==> src/rtl/vote_booth_arbiter.sv <==
// Round-robin arbiter that lends a single voting booth to eligible requesters for a fixed session.
// Optional REJECT_STATS_EN adds reject_cnt and last_reject_age outputs.
module vote_booth_arbiter #(
    parameter int NUM_REQ     = 4,
    parameter int AGE_W       = 8,
    parameter int MIN_AGE     = 18,
    parameter int VOTE_CYCLES = 3,
    parameter int CNT_W       = 16
) (
    input  logic                     clk,
    input  logic                     rst,
    input  logic [NUM_REQ-1:0]       req,
    input  logic [NUM_REQ*AGE_W-1:0] age,
    output logic [NUM_REQ-1:0]       gnt,
    output logic [NUM_REQ-1:0]       reject,
    output logic                     busy,
    output logic                     vote_done,
    output logic [CNT_W-1:0]         vote_cnt
`ifdef REJECT_STATS_EN
    ,
    output logic [CNT_W-1:0]         reject_cnt,
    output logic [AGE_W-1:0]         last_reject_age
`endif
);

    localparam int IDX_W = $clog2(NUM_REQ);
    localparam int SES_W = (VOTE_CYCLES > 1) ? $clog2(VOTE_CYCLES) : 1;

    typedef enum logic [1:0] {
        IDLE    = 2'd0,
        CHECK   = 2'd1,
        VOTE    = 2'd2,
        RELEASE = 2'd3
    } state_t;

    state_t             state_reg, state_next;
    logic [IDX_W-1:0]   idx_reg, idx_next;
    logic [IDX_W-1:0]   rr_ptr_reg, rr_ptr_next;
    logic [AGE_W-1:0]   age_lat_reg, age_lat_next;
    logic [SES_W-1:0]   ses_reg, ses_next;
    logic [NUM_REQ-1:0] gnt_next, reject_next;
    logic               busy_next, vote_done_next;
    logic [CNT_W-1:0]   vote_cnt_next;

    logic [AGE_W-1:0]   age_arr [NUM_REQ];
    logic               pick_found;
    logic [IDX_W-1:0]   pick_idx;
    logic [IDX_W-1:0]   cand;

    generate
        for (genvar gi = 0; gi < NUM_REQ; gi++) begin : g_age_unpack
            assign age_arr[gi] = age[gi*AGE_W +: AGE_W];
        end
    endgenerate

    // First requesting index at or after rr_ptr, wrapping around.
    always_comb begin
        pick_found = 1'b0;
        pick_idx   = '0;
        cand       = '0;
        for (int k = 0; k < NUM_REQ; k++) begin
            cand = IDX_W'((int'(rr_ptr_reg) + k) % NUM_REQ);
            if (!pick_found && req[cand]) begin
                pick_found = 1'b1;
                pick_idx   = cand;
            end
        end
    end

    always_ff @(posedge clk or posedge rst) begin
        if (rst) begin
            state_reg   <= IDLE;
            idx_reg     <= '0;
            rr_ptr_reg  <= '0;
            age_lat_reg <= '0;
            ses_reg     <= '0;
            gnt         <= '0;
            reject      <= '0;
            busy        <= 1'b0;
            vote_done   <= 1'b0;
            vote_cnt    <= '0;
        end else begin
            state_reg   <= state_next;
            idx_reg     <= idx_next;
            rr_ptr_reg  <= rr_ptr_next;
            age_lat_reg <= age_lat_next;
            ses_reg     <= ses_next;
            gnt         <= gnt_next;
            reject      <= reject_next;
            busy        <= busy_next;
            vote_done   <= vote_done_next;
            vote_cnt    <= vote_cnt_next;
        end
    end

    always_comb begin
        state_next     = state_reg;
        idx_next       = idx_reg;
        rr_ptr_next    = rr_ptr_reg;
        age_lat_next   = age_lat_reg;
        ses_next       = ses_reg;
        gnt_next       = '0;
        reject_next    = '0;
        vote_done_next = 1'b0;
        vote_cnt_next  = vote_cnt;

        case (state_reg)
            IDLE: begin
                if (pick_found) begin
                    idx_next     = pick_idx;
                    age_lat_next = age_arr[pick_idx];
                    state_next   = CHECK;
                end
            end
            CHECK: begin
                rr_ptr_next = (idx_reg == IDX_W'(NUM_REQ - 1)) ? '0 : idx_reg + 1'b1;
                if (age_lat_reg >= AGE_W'(MIN_AGE)) begin
                    gnt_next[idx_reg] = 1'b1;
                    ses_next          = SES_W'(VOTE_CYCLES - 1);
                    state_next        = VOTE;
                end else begin
                    reject_next[idx_reg] = 1'b1;
                    state_next           = IDLE;
                end
            end
            VOTE: begin
                // A withdrawn request ends the session without counting it.
                if (!req[idx_reg]) begin
                    state_next = RELEASE;
                end else if (ses_reg == '0) begin
                    vote_done_next = 1'b1;
                    vote_cnt_next  = (vote_cnt == {CNT_W{1'b1}}) ? vote_cnt : vote_cnt + 1'b1;
                    state_next     = RELEASE;
                end else begin
                    gnt_next[idx_reg] = 1'b1;
                    ses_next          = ses_reg - 1'b1;
                end
            end
            RELEASE: begin
                state_next = IDLE;
            end
            default: begin
                state_next = IDLE;
            end
        endcase

        busy_next = (state_next != IDLE);
    end

`ifdef REJECT_STATS_EN
    always_ff @(posedge clk or posedge rst) begin
        if (rst) begin
            reject_cnt      <= '0;
            last_reject_age <= '0;
        end else if (reject_next != '0) begin
            if (reject_cnt != {CNT_W{1'b1}}) begin
                reject_cnt <= reject_cnt + 1'b1;
            end
            last_reject_age <= age_lat_reg;
        end
    end
`else
    // Without statistics the latched age feeds only the eligibility decision.
`endif

endmodule
==> config.mk <==
export PLATFORM = sky130hd
export DESIGN_NAME = vote_booth_arbiter
export DESIGN_NICKNAME = d
export VERILOG_FILES = /design/src/rtl/vote_booth_arbiter.sv
export SDC_FILE = /design/constraint.sdc
export NUM_CORES = 1
export LEC_CHECK = 0
export ABC_AREA = 0
export BUFFER_PORTS_ARGS = -buffer_cell sky130_fd_sc_hd__buf_2
export CAP_MARGIN = 20
export CORE_ASPECT_RATIO = 1.4
export CORE_MARGIN = 2
export CORE_UTILIZATION = 51
export CTS_CLUSTER_DIAMETER = 40
export DETAILED_ROUTE_END_ITERATION = 8
export PLACE_DENSITY = 0.88
export SLEW_MARGIN = 15
export SYNTH_ARGS = -nofsm -noshare
export SYNTH_HDL_FRONTEND = slang
export SYNTH_SLANG_ARGS = --single-unit
==> constraint.sdc <==
create_clock -name clk -period 2.2 [get_ports clk]
set_input_delay 0.44 -clock clk [delete_from_list [all_inputs] [get_ports clk]]
set_output_delay 0.44 -clock clk [all_outputs]
set_load 0.02 [all_outputs]
== Word-level counts from Yosys, hierarchy flattened ==
Cells that the tools add are included.
Cells by class
  bitwise operators: 2
  reductions and logical operators: 14
  multiplexer cells: 42
  add/sub/neg operators: 6
  $lt $le $gt $ge: 8
  equality and inequality tests: 8
Operators with widths (number)
  $mux W2: 12
  $mux W4: 5
  $add A16 B1 Y16 const B: 1
  $bmux W8 S2: 1
  $eq A16 B16 Y1 const B: 1
  $mux W8: 2
  $lt A2 B3 Y1 const B: 5
  $mux W1: 13
  $bmux W1 S2: 5
  $ge A8 B5 Y1 const B: 1
  $pmux W2 S4: 1
  $pmux W4 S2: 1
  $reduce_and A4 Y1: 2
  $eq A2 B2 Y1 const B: 3
  $ne A2 B2 Y1 const B: 3
  $add A2 B1 Y2 const B: 2
  $add A2 B2 Y2 const B: 2
  $logic_and A1 B1 Y1: 4
  $logic_not A2 Y1: 2
  $pmux W2 S2: 1
  $reduce_bool A2 Y1: 2
  $ge A3 B3 Y1 const B: 1
  $logic_not A1 Y1: 3
  $not A2 Y3: 1
  other kinds (6): 6
Storage, ports and cells
  input bits: 38
  register bits: 42
  output and inout bits: 26
  word-level logic and storage cells: 90

== Logic depth before layout (Yosys ltp) ==
Gate-level depths: netlist (run 1).
  word-level depth: 16
  gate-level depth with buffers: 7
  mapped depth without buffers: 6

== Worst setup path before layout (run 1) ==
Ideal clock, no wire load.
  path type: reg-to-reg
  from: reg vote_cnt[0]
  to: reg vote_cnt[1]
  path slack: 0.197 ns
  arrival: 1.878 ns
  required time: 2.075 ns
  setup time: 0.125 ns
  cell stages (with the launch flop): 5
  period minus slack after synthesis: 2.003 ns
  path through: dfrtp_1 ha_1 nand3_1 o41ai_4 mux2_4
Between the ends
  word-level cells in the longest chain between the ends: 3
Ends and longest elaborated chain
  start: declaration: line 18  | output logic [CNT_W-1:0] vote_cnt
  start signal: assignment: line 92  | vote_cnt <= vote_cnt_next;
  parallel branches: the longest is 3 deep, another holds $add A16 B1 Y16
Several ways; the timed one is not identified.
A chain may end at the register's enable or synchronous reset.

== Final worst setup path (run 1) ==
Same ends and word-level chain as after synthesis.

==> results of run 1 <==
synthesized netlist by cell type, types with 5 or more instances:
cell,instances
nor3_1,5
ha_1,10
nor2_1,16
xor2_1,11
inv_1,15
nand2_1,21
mux2i_1,16
nand3_1,7
nand4_1,5
o21ai_0,6
o221ai_1,7
dfrtp_1,41
cells by family after synthesis:
| logic type | Yosys count |
|---|---|
| adders and majority gates | 10 |
| xor gates and xnor gates | 15 |
| buffers and inverters | 19 |
| AOI/OAI and AO/OA | 25 |
| muxes | 19 |
| and+or+nand+nor | 71 |
| DFF | 41 |
cell usage in the layout (no fill, tap or decap), drive strengths merged, types with 7 or more instances in the layout:
master  count
buf        62
dfrtp      41
ha         10
inv        15
mux2i      16
nand2      21
nand3       8
nor2       16
o21ai       7
o221ai      7
xor2       11
final timing paths:
check                                              to
max                           vote_cnt[1]$_DFFE_PP0P_
min                          vote_cnt[11]$_DFFE_PP0P_
max reg2reg                   vote_cnt[1]$_DFFE_PP0P_
min reg2reg                age_lat_reg[6]$_DFFE_PP0P_
max in group asynchronous   rr_ptr_reg[0]$_DFFE_PP0P_
min in group clk           age_lat_reg[1]$_DFFE_PP0P_
through the flow:
step | util | instances
2_1_floorplan | - | 200
3_3_place_gp | 0.624 | 301
3_5_place_dp | 0.624 | 301
4_1_cts | 0.646 | 309
5_1_grt | 0.646 | 309
6_report | 0.646 | 309
power groups by stage:
stage	combinational (µW)	clock (µW)	sequential, µW
after CTS	1050	485	1090
after global routing	1160	513	1110
after detailed placement	1040	0	1100
after floorplan	741	0	1130
final	1030	470	1080
after global placement	1000	0	1090
layout make-up:
class,instances,area [µm²],share of cell area
clock buffer,5,68.8,0.0267
clock inverter,3,17.5,0.00681
inverter,15,56.3,0.0219
multi-input combinational,140,1030,0.402
sequential,41,1030,0.399
tap,43,53.8,0.0209
timing repair buffer,62,318,0.123
routing by layer:
metal / up-vias / share of wire / GRT usage
li1: 829 / - / -
met2: 56 / 0.55 / 0.387
met4: 0 / 0.012 / 0.0545
met5: - / 0 / 0
met1: 815 / 0.39 / 0.184
met3: 4 / 0.056 / 0.0467
worst max-delay path: stages (launching register included):
cell and delay (ps):
dfrtp_1 440, ha_1 200, nand3_1 140, o41ai_4 740
mux2_4 350
==> flow_summary.yaml, run 1 <==
timing:
  min_period_over_period: 0.898
  final_hold_viol_count: 0
  setup_viol: 0
  fin_skew_ps: 7.23
  post-route-min-period_ps: 1980
  hold_slack_ps: 261
  worst_slack_ps: 224
  timing.fmax_mhz: 506
  worst_pin_slew_ps: 880
  report.final.slew_viol_count: 0
  relSlewSlack: 0.413
  rsz0062_at_grt: "no"
  setup_tns_ps: 0
critical_path:
  rrSetupSlack_ps: 220
  crit_start: "vote_cnt[0]$_DFFE_PP0P_"
  critPathLaunchType: "flip-flop"
  crit_path_end_kind: "flip-flop"
  required_ps: 2380
  path_class: "flip-flop to flip-flop"
  worstReg2RegStart: "vote_cnt[0]$_DFFE_PP0P_"
  cp.arrival_ps: 2160
  crit_fanout: 10
  r2r_cells: 4
final_layout:
  postLayoutCellArea_mm2: 0.00257
  nets: 313
  largest_reg_flops: 16
  n_antenna_cell: 0
  nFillCells: 333
  drive_gt1_frac: 0.297
  area_growth_pct: 20.3
die:
  core_area_mm2: 0.00399
  rows: 27
  dieHeight_um: 80.6
  initial_core_util: 0.537
  io_pins: 64
  dieArea_mm2: 0.00474
  die_w_um: 58.7
place:
  place.gp.congestion: 0.876
  dp_slack_ps: 210
  place_area_mm2: 0.00249
  place_hpwl_um: 3270
  port_buffers: 59
run:
  drv_cap: 0
detailed_routing:
  ant_nets: 0
  firstDrtPassIters: 6
  route.vias.total: 1704
  vias_per_cell: 5.51
  wl_per_cell_um: 13.5
  drt_iter0_drc: 56
  drc: 6
  drt-total-wl_um: 4180
clock_network:
  cts_hold_buf: 0
  cts_buffer_depth: 2
  clk_latency_ps: 290
  cts.clk_slew.worst_paths_ps: 80
  postCtsSetupBuffers: 0
  numCtsBuffers: 5
  clock_sinks: 41
  root_buffer: "clkbuf_8"
  cts.htree.levels: 2
  cts_resized: 0
  tritoncts: "built"
synth:
  syn_nets: 248
  syn_inst: 200
  synth-xor-area-share: 0.0614
  ys_types: 43
  ys_ff_latch: 41
  yosysSeqAreaShare: 0.480
  netlist.area_leader.share: 0.480
  synth_compound_area_frac: 0.0953
  synth_edf_count: 0
  synthSimpleGateAreaFrac: 0.170
  synth.area.top_cells: "dfrtp_1, mux2i_1, ha_1, xor2_1, nand2_1"
  synthMuxAreaShare: 0.0977
  syn_area_per_cell_um2: 10.7
  ys_async_sr_fraction: 1.00
  synth_area_leader_cell: "dfrtp_1"
  synth_top_family_by_area: "simple AND/OR/NAND/NOR gates"
  synthFlopType: "dfrtp_1"
  synth_adder_area_share: 0.0585
  ys_warn_count: 0
  syn-cell-area_mm2: 0.00214
power:
  worst_ir_drop_vdd_mv: 0.504
  power_switching_uw: 963
  p_int_uw: 1620
  p_total_uw: 2580
  power_density_mw_per_mm2: 1000
  switching_share: 0.373
  seqPwrFrac: 0.418
  pwr-share-comb: 0.400
  leakage_uw: 0.00136
  clkPwrFrac: 0.182
grt:
  grt_usage: 0.193
  grt_pass1_vias: 1699
  grt_pass1_wl_um: 7010
  antenna_found_initial: 0
  gr-total-overflow: 0
  grt_max_degree: 42
run_status:
  run_status: "finished with violations"
  violations: "design-rule violations"
hold_path:
  min_path_type: "input port to asynchronous set/reset pin"
Note: power is estimated with default switching activity, not from simulation.
==> inputs of run 2 (changes only) <==
--- a/config.mk
+++ b/config.mk
@@ -11,9 +11,11 @@
 export CORE_ASPECT_RATIO = 1.4
 export CORE_MARGIN = 2
 export CORE_UTILIZATION = 51
-export CTS_CLUSTER_DIAMETER = 40
+export CTS_CLUSTER_DIAMETER = 30
 export DETAILED_ROUTE_END_ITERATION = 8
 export PLACE_DENSITY = 0.88
+export RECOVER_POWER = 50
+export SETUP_SLACK_MARGIN = 0.05
 export SLEW_MARGIN = 15
 export SYNTH_ARGS = -nofsm -noshare
 export SYNTH_HDL_FRONTEND = slang
==> run 2 against run 1 <==
The flow still finishes with violations (design-rule violations); register-to-register slack about the same; sequential share of layout area up 0.25 points; global-route usage unchanged; maximum frequency is essentially flat; routed wire length grew 0.31%; final cell count did not move; sequential cell count unchanged; clock-buffer cell count is the same; critical endpoint unchanged; largest cell class unchanged.
==> flow_summary.yaml, run 2 (synthesis gave the netlist of run 1 again) <==
run_status:
  run_status: "finished with violations"
  violations: "design-rule violations"
timing:
  report.final.slew_viol_count: 0
  worst_pin_slew_ps: 985
  timing.fmax_mhz: 506
  setup_tns_ps: 0
  rsz0062_at_grt: "no"
  final_hold_viol_count: 0
  min_period_over_period: 0.898
  relSlewSlack: 0.344
  setup_viol: 0
  post-route-min-period_ps: 1980
  fin_skew_ps: 7.24
  worst_slack_ps: 225
critical_path:
  path_cells: "nand4_1 > o41ai_4 > mux2_4"
  slowest_delay_ps: 770
  crit_fanout: 10
  path_class: "flip-flop to flip-flop"
  required_ps: 2380
  crit_path_end_kind: "flip-flop"
  cp.arrival_ps: 2150
  cpMaxStageDelayCell: "o41ai_4"
  critPathLaunchType: "flip-flop"
final_layout:
  mostFrequentLayoutCells: "buf_2, dfrtp_1, nand2_1"
  area_growth_pct: 19.5
  largest_reg_flops: 16
  postLayoutCellArea_mm2: 0.00256
  final_cells: 309
  n_antenna_cell: 0
  nets: 313
  layout_commonest_cell: "buf_2"
  drive_gt1_frac: 0.256
power:
  seqPwrFrac: 0.420
  clkPwrFrac: 0.182
  pwr-share-comb: 0.397
  switching_share: 0.375
  p_int_uw: 1610
  power_switching_uw: 965
  worst_ir_drop_vdd_mv: 0.503
  power_density_mw_per_mm2: 1010
  leakage_uw: 0.00132
clock_network:
  root_buffer: "clkbuf_8"
  cts_buffer_depth: 2
  postCtsSetupBuffers: 0
  cts_resized: 0
  clock_sinks: 41
  cts.htree.levels: 2
  numCtsBuffers: 5
  cts_hold_buf: 0
  tritoncts: "built"
  cts.clk_slew.worst_paths_ps: 80
  clk_latency_ps: 290
detailed_routing:
  firstDrtPassIters: 6
  drc: 6
  wl_per_cell_um: 13.6
  ant_nets: 0
  vias_per_cell: 5.52
  drt_iter0_drc: 61
  route.vias.total: 1707
  drt-total-wl_um: 4190
die:
  rows: 27
  initial_core_util: 0.537
  core_area_mm2: 0.00399
  dieArea_mm2: 0.00474
  dieHeight_um: 80.6
  io_pins: 64
  die_w_um: 58.7
hold_path:
  min_path_type: "input port to asynchronous set/reset pin"
grt:
  antenna_found_initial: 0
  grt_max_degree: 42
  gr-total-overflow: 0
  grt_usage: 0.193
  grt_pass1_wl_um: 7010
  grt_pass1_vias: 1699
place:
  place_area_mm2: 0.00249
  place_hpwl_um: 3270
  dp_slack_ps: 210
  port_buffers: 59
  place.gp.congestion: 0.876
  dp_cells: 301
run:
  drv_cap: 0
run 2: cell type report:
| class | count | area (µm²) |
|---|---|---|
| Tap cell | 43 | 53.8 |
| Clock buffer | 5 | 68.8 |
| Clock inverter | 3 | 17.5 |
| Sequential cell | 41 | 1030 |
| Inverter | 15 | 56.3 |
| Fill cell | 334 | 1430 |
| Timing Repair Buffer | 62 | 302 |
| Multi-Input combinational cell | 140 | 1030 |
run 2: worst max-delay path, delay by kind of cell, from the launching register on:
kind               cells  cell delay, ps
AOI/OAI and AO/OA      1             770
DFF                    1             450
muxes                  1             350
and+or+nand+nor        1             300
run 2: per-layer routing:
layer | GRT usage | part of all wire | vias up | wire length, µm
li1 | - | - | 830 | -
met1 | 0.184 | 0.39 | 817 | 1620
met2 | 0.387 | 0.55 | 56 | 2290
met3 | 0.0467 | 0.056 | 4 | 234
met4 | 0.0545 | 0.012 | 0 | 51
met5 | 0 | 0 | - | 0
run 2: power by group through the flow:
stage / Clock (µW) / Combinational (µW) / Sequential [µW]
global placement: 0 / 1000 / 1090
CTS: 485 / 1050 / 1090
floorplan: 0 / 741 / 1130
finish: 469 / 1020 / 1080
global route: 513 / 1150 / 1110
detailed placement: 0 / 1040 / 1100
run 2: stage by stage:
step,util,total power [µW],hold WS [ps]
2_1_floorplan,-,1870,451
3_3_place_gp,0.624,2090,469
3_5_place_dp,0.624,2140,475
4_1_cts,0.646,2620,271
5_1_grt,0.642,2780,487
6_report,0.642,2570,449
run 2: path summary, 6_finish.rpt:
path	startpoint	endpoint	slack [ps]	cells past startpoint
hold / removal	rst	vote_cnt[11]$_DFFE_PP0P_	450	3
setup / recovery	vote_cnt[4]$_DFFE_PP0P_	vote_cnt[1]$_DFFE_PP0P_	220	3
max in group asynchronous	rst	rr_ptr_reg[0]$_DFFE_PP0P_	1150	3
hold reg to reg	age_lat_reg[6]$_DFFE_PP0P_	age_lat_reg[6]$_DFFE_PP0P_	490	2
setup reg to reg	vote_cnt[4]$_DFFE_PP0P_	vote_cnt[1]$_DFFE_PP0P_	220	3
min in group clk	age[9]	age_lat_reg[1]$_DFFE_PP0P_	460	3
==> inputs of run 3 (changes only) <==
--- a/config.mk
+++ b/config.mk
@@ -8,12 +8,14 @@
 export ABC_AREA = 0
 export BUFFER_PORTS_ARGS = -buffer_cell sky130_fd_sc_hd__buf_2
 export CAP_MARGIN = 20
+export CELL_PAD_IN_SITES_DETAIL_PLACEMENT = 1
+export CELL_PAD_IN_SITES_GLOBAL_PLACEMENT = 2
 export CORE_ASPECT_RATIO = 1.4
 export CORE_MARGIN = 2
-export CORE_UTILIZATION = 51
+export CORE_UTILIZATION = 31
 export CTS_CLUSTER_DIAMETER = 30
 export DETAILED_ROUTE_END_ITERATION = 8
-export PLACE_DENSITY = 0.88
+export PLACE_DENSITY = 0.87
 export RECOVER_POWER = 50
 export SETUP_SLACK_MARGIN = 0.05
 export SLEW_MARGIN = 15
==> run 3 against run 2 <==
The flow now finishes without violations; via count is 2.0% higher; sequential share of layout area fell by 1.9 points; critical path depth is 2 higher; sequential cell count is the same; clock power up 36%; final cell count is 17% higher; critical path type unchanged; largest power group unchanged.
==> flow_summary.yaml, run 3 (synthesis gave the netlist of run 1 again) <==
timing:
  worst_slack_ps: 177
  timing.fmax_mhz: 494
  rsz0062_at_grt: "no"
  min_period_over_period: 0.919
  final_hold_viol_count: 0
  worst_pin_slew_ps: 1050
  setup_viol: 0
  relSlewSlack: 0.297
  post-route-min-period_ps: 2020
  fin_skew_ps: 6.43
  report.final.slew_viol_count: 0
  setup_tns_ps: 0
clock_network:
  cts_hold_buf: 0
  clk_latency_ps: 290
  numCtsBuffers: 5
  root_buffer: "clkbuf_8"
  cts_buffer_depth: 2
  clock_sinks: 41
  cts_resized: 0
  cts.htree.levels: 2
  tritoncts: "built"
  cts.clk_slew.worst_paths_ps: 80
die:
  initial_core_util: 0.324
  rows: 35
  io_pins: 64
  die_w_um: 74.2
  dieArea_mm2: 0.00759
  core_area_mm2: 0.00661
  dieHeight_um: 102
grt:
  grt_usage: 0.142
  grt_max_degree: 42
  grt_pass1_vias: 1811
  gr-total-overflow: 0
  antenna_found_initial: 0
  grt_pass1_wl_um: 8380
detailed_routing:
  firstDrtPassIters: 4
  drt_iter0_drc: 50
  wl_met2_um: 2580
  wl_met3_um: 271
  top_layer: "met4"
  drt-total-wl_um: 4920
  ant_nets: 0
  route.vias.total: 1741
  drc: 0
  wl_met1_um: 1980
  vias_per_cell: 4.81
  wl_per_cell_um: 13.6
power:
  power_switching_uw: 1020
  switching_share: 0.365
  power_density_mw_per_mm2: 1040
  seqPwrFrac: 0.387
  leakage_uw: 0.00135
  pwr-share-comb: 0.385
  p_int_uw: 1780
  clkPwrFrac: 0.228
  worst_ir_drop_vdd_mv: 0.518
final_layout:
  layout_commonest_cell: "buf_2"
  n_antenna_cell: 0
  postLayoutCellArea_mm2: 0.00268
  nets: 317
  mostFrequentLayoutCells: "buf_2, dfrtp_1, nand2_1"
  final_cells: 362
  area_growth_pct: 25.3
  drive_gt1_frac: 0.263
  largest_reg_flops: 16
  nFillCells: 768
hold_path:
  worstHoldStart: "age[10]"
  min_path_type: "input port to flip-flop"
  whs_endpoint: "age_lat_reg[2]$_DFFE_PP0P_"
  hold_path_depth: 3
critical_path:
  r2r_cells: 5
  worstReg2RegStart: "idx_reg[0]$_DFFE_PP0P_"
  crit_path_end_kind: "flip-flop"
  crit_fanout: 10
  critPathLaunchType: "flip-flop"
  rr_endpoint: "vote_cnt[1]$_DFFE_PP0P_"
  path_class: "flip-flop to flip-flop"
  rrSetupSlack_ps: 180
  required_ps: 2380
  cp.arrival_ps: 2210
run_status:
  run_status: "finished clean"
place:
  place_hpwl_um: 3720
  dp_cells: 352
  port_buffers: 59
  place_area_mm2: 0.00256
  place.gp.congestion: 0.741
  dp_slack_ps: 173
run:
  drv_cap: 0
==> run 3: cell count changes in the layout (fill, tap and decap cells not counted) <==
cell       before  now
clkbuf_1       11   12
buf_2          48   47
clkinv_2        2    0
buf_4           2    6
bufinv_16       0    1
clkbuf_8        5    6
==> run 3: worst max-delay path: stages (launching register included) <==
cell and delay (ps):
dfrtp_1 480, mux4_2 550, and3_1 270, o41ai_4 70, buf_4 230, mux2_4 310
==> run 3: worst max-delay path by stage <==
| stage | startpoint | endpoint | slack, ps |
|---|---|---|---|
| CTS | vote_cnt[1]$_DFFE_PP0P_ | vote_cnt[8]$_DFFE_PP0P_ | 190 |
| global placement | req[3] | age_lat_reg[7]$_DFFE_PP0P_ | 190 |
| finish | idx_reg[0]$_DFFE_PP0P_ | vote_cnt[1]$_DFFE_PP0P_ | 180 |
| detailed placement | req[3] | age_lat_reg[7]$_DFFE_PP0P_ | 170 |
| global route | state_reg[0]$_DFF_PP0_ | vote_cnt[9]$_DFFE_PP0P_ | 60 |
| floorplan | vote_cnt[0]$_DFFE_PP0P_ | vote_cnt[1]$_DFFE_PP0P_ | 200 |
==> run 3: cell type report <==
class	instances	area, µm²	share of cell area
multi-input cells	140	1030	0.385
flip-flops and latches	41	1030	0.383
repair buffers	66	330	0.123
well taps	92	115	0.0429
clock buffers	6	82.6	0.0308
inverters	15	56.3	0.0210
clock inverters	2	37.5	0.0140
==> run 3: what timing repair did <==
item / CTS / global route
endpoints found under the setup margin: 0 / 1
setup buffers: 0 / 2
hold endpoints to repair: 0 / 0
==> run 3: power by group through the flow <==
stage	registers, µW	clock network, µW	logic (µW)
after global routing	1110	691	1220
after floorplan	1130	0	741
after CTS	1090	661	1110
final	1080	638	1080
after global placement	1090	0	1060
after detailed placement	1100	0	1090
==> run 3: stage by stage <==
step	utilization	hold WS, ps	power, µW
6_report	0.405	462	2800
5_1_grt	0.405	471	3030
3_5_place_dp	0.388	483	2190
4_1_cts	0.406	288	2850
3_3_place_gp	0.388	472	2150
2_1_floorplan	-	451	1870
==> run 3: per-layer routing <==
| layer | track usage | vias up |
|---|---|---|
| met2 | 0.254 | 58 |
| met4 | 0.0440 | 0 |
| met5 | 0 | - |
| met1 | 0.163 | 844 |
| met3 | 0.0375 | 7 |
| li1 | - | 832 |
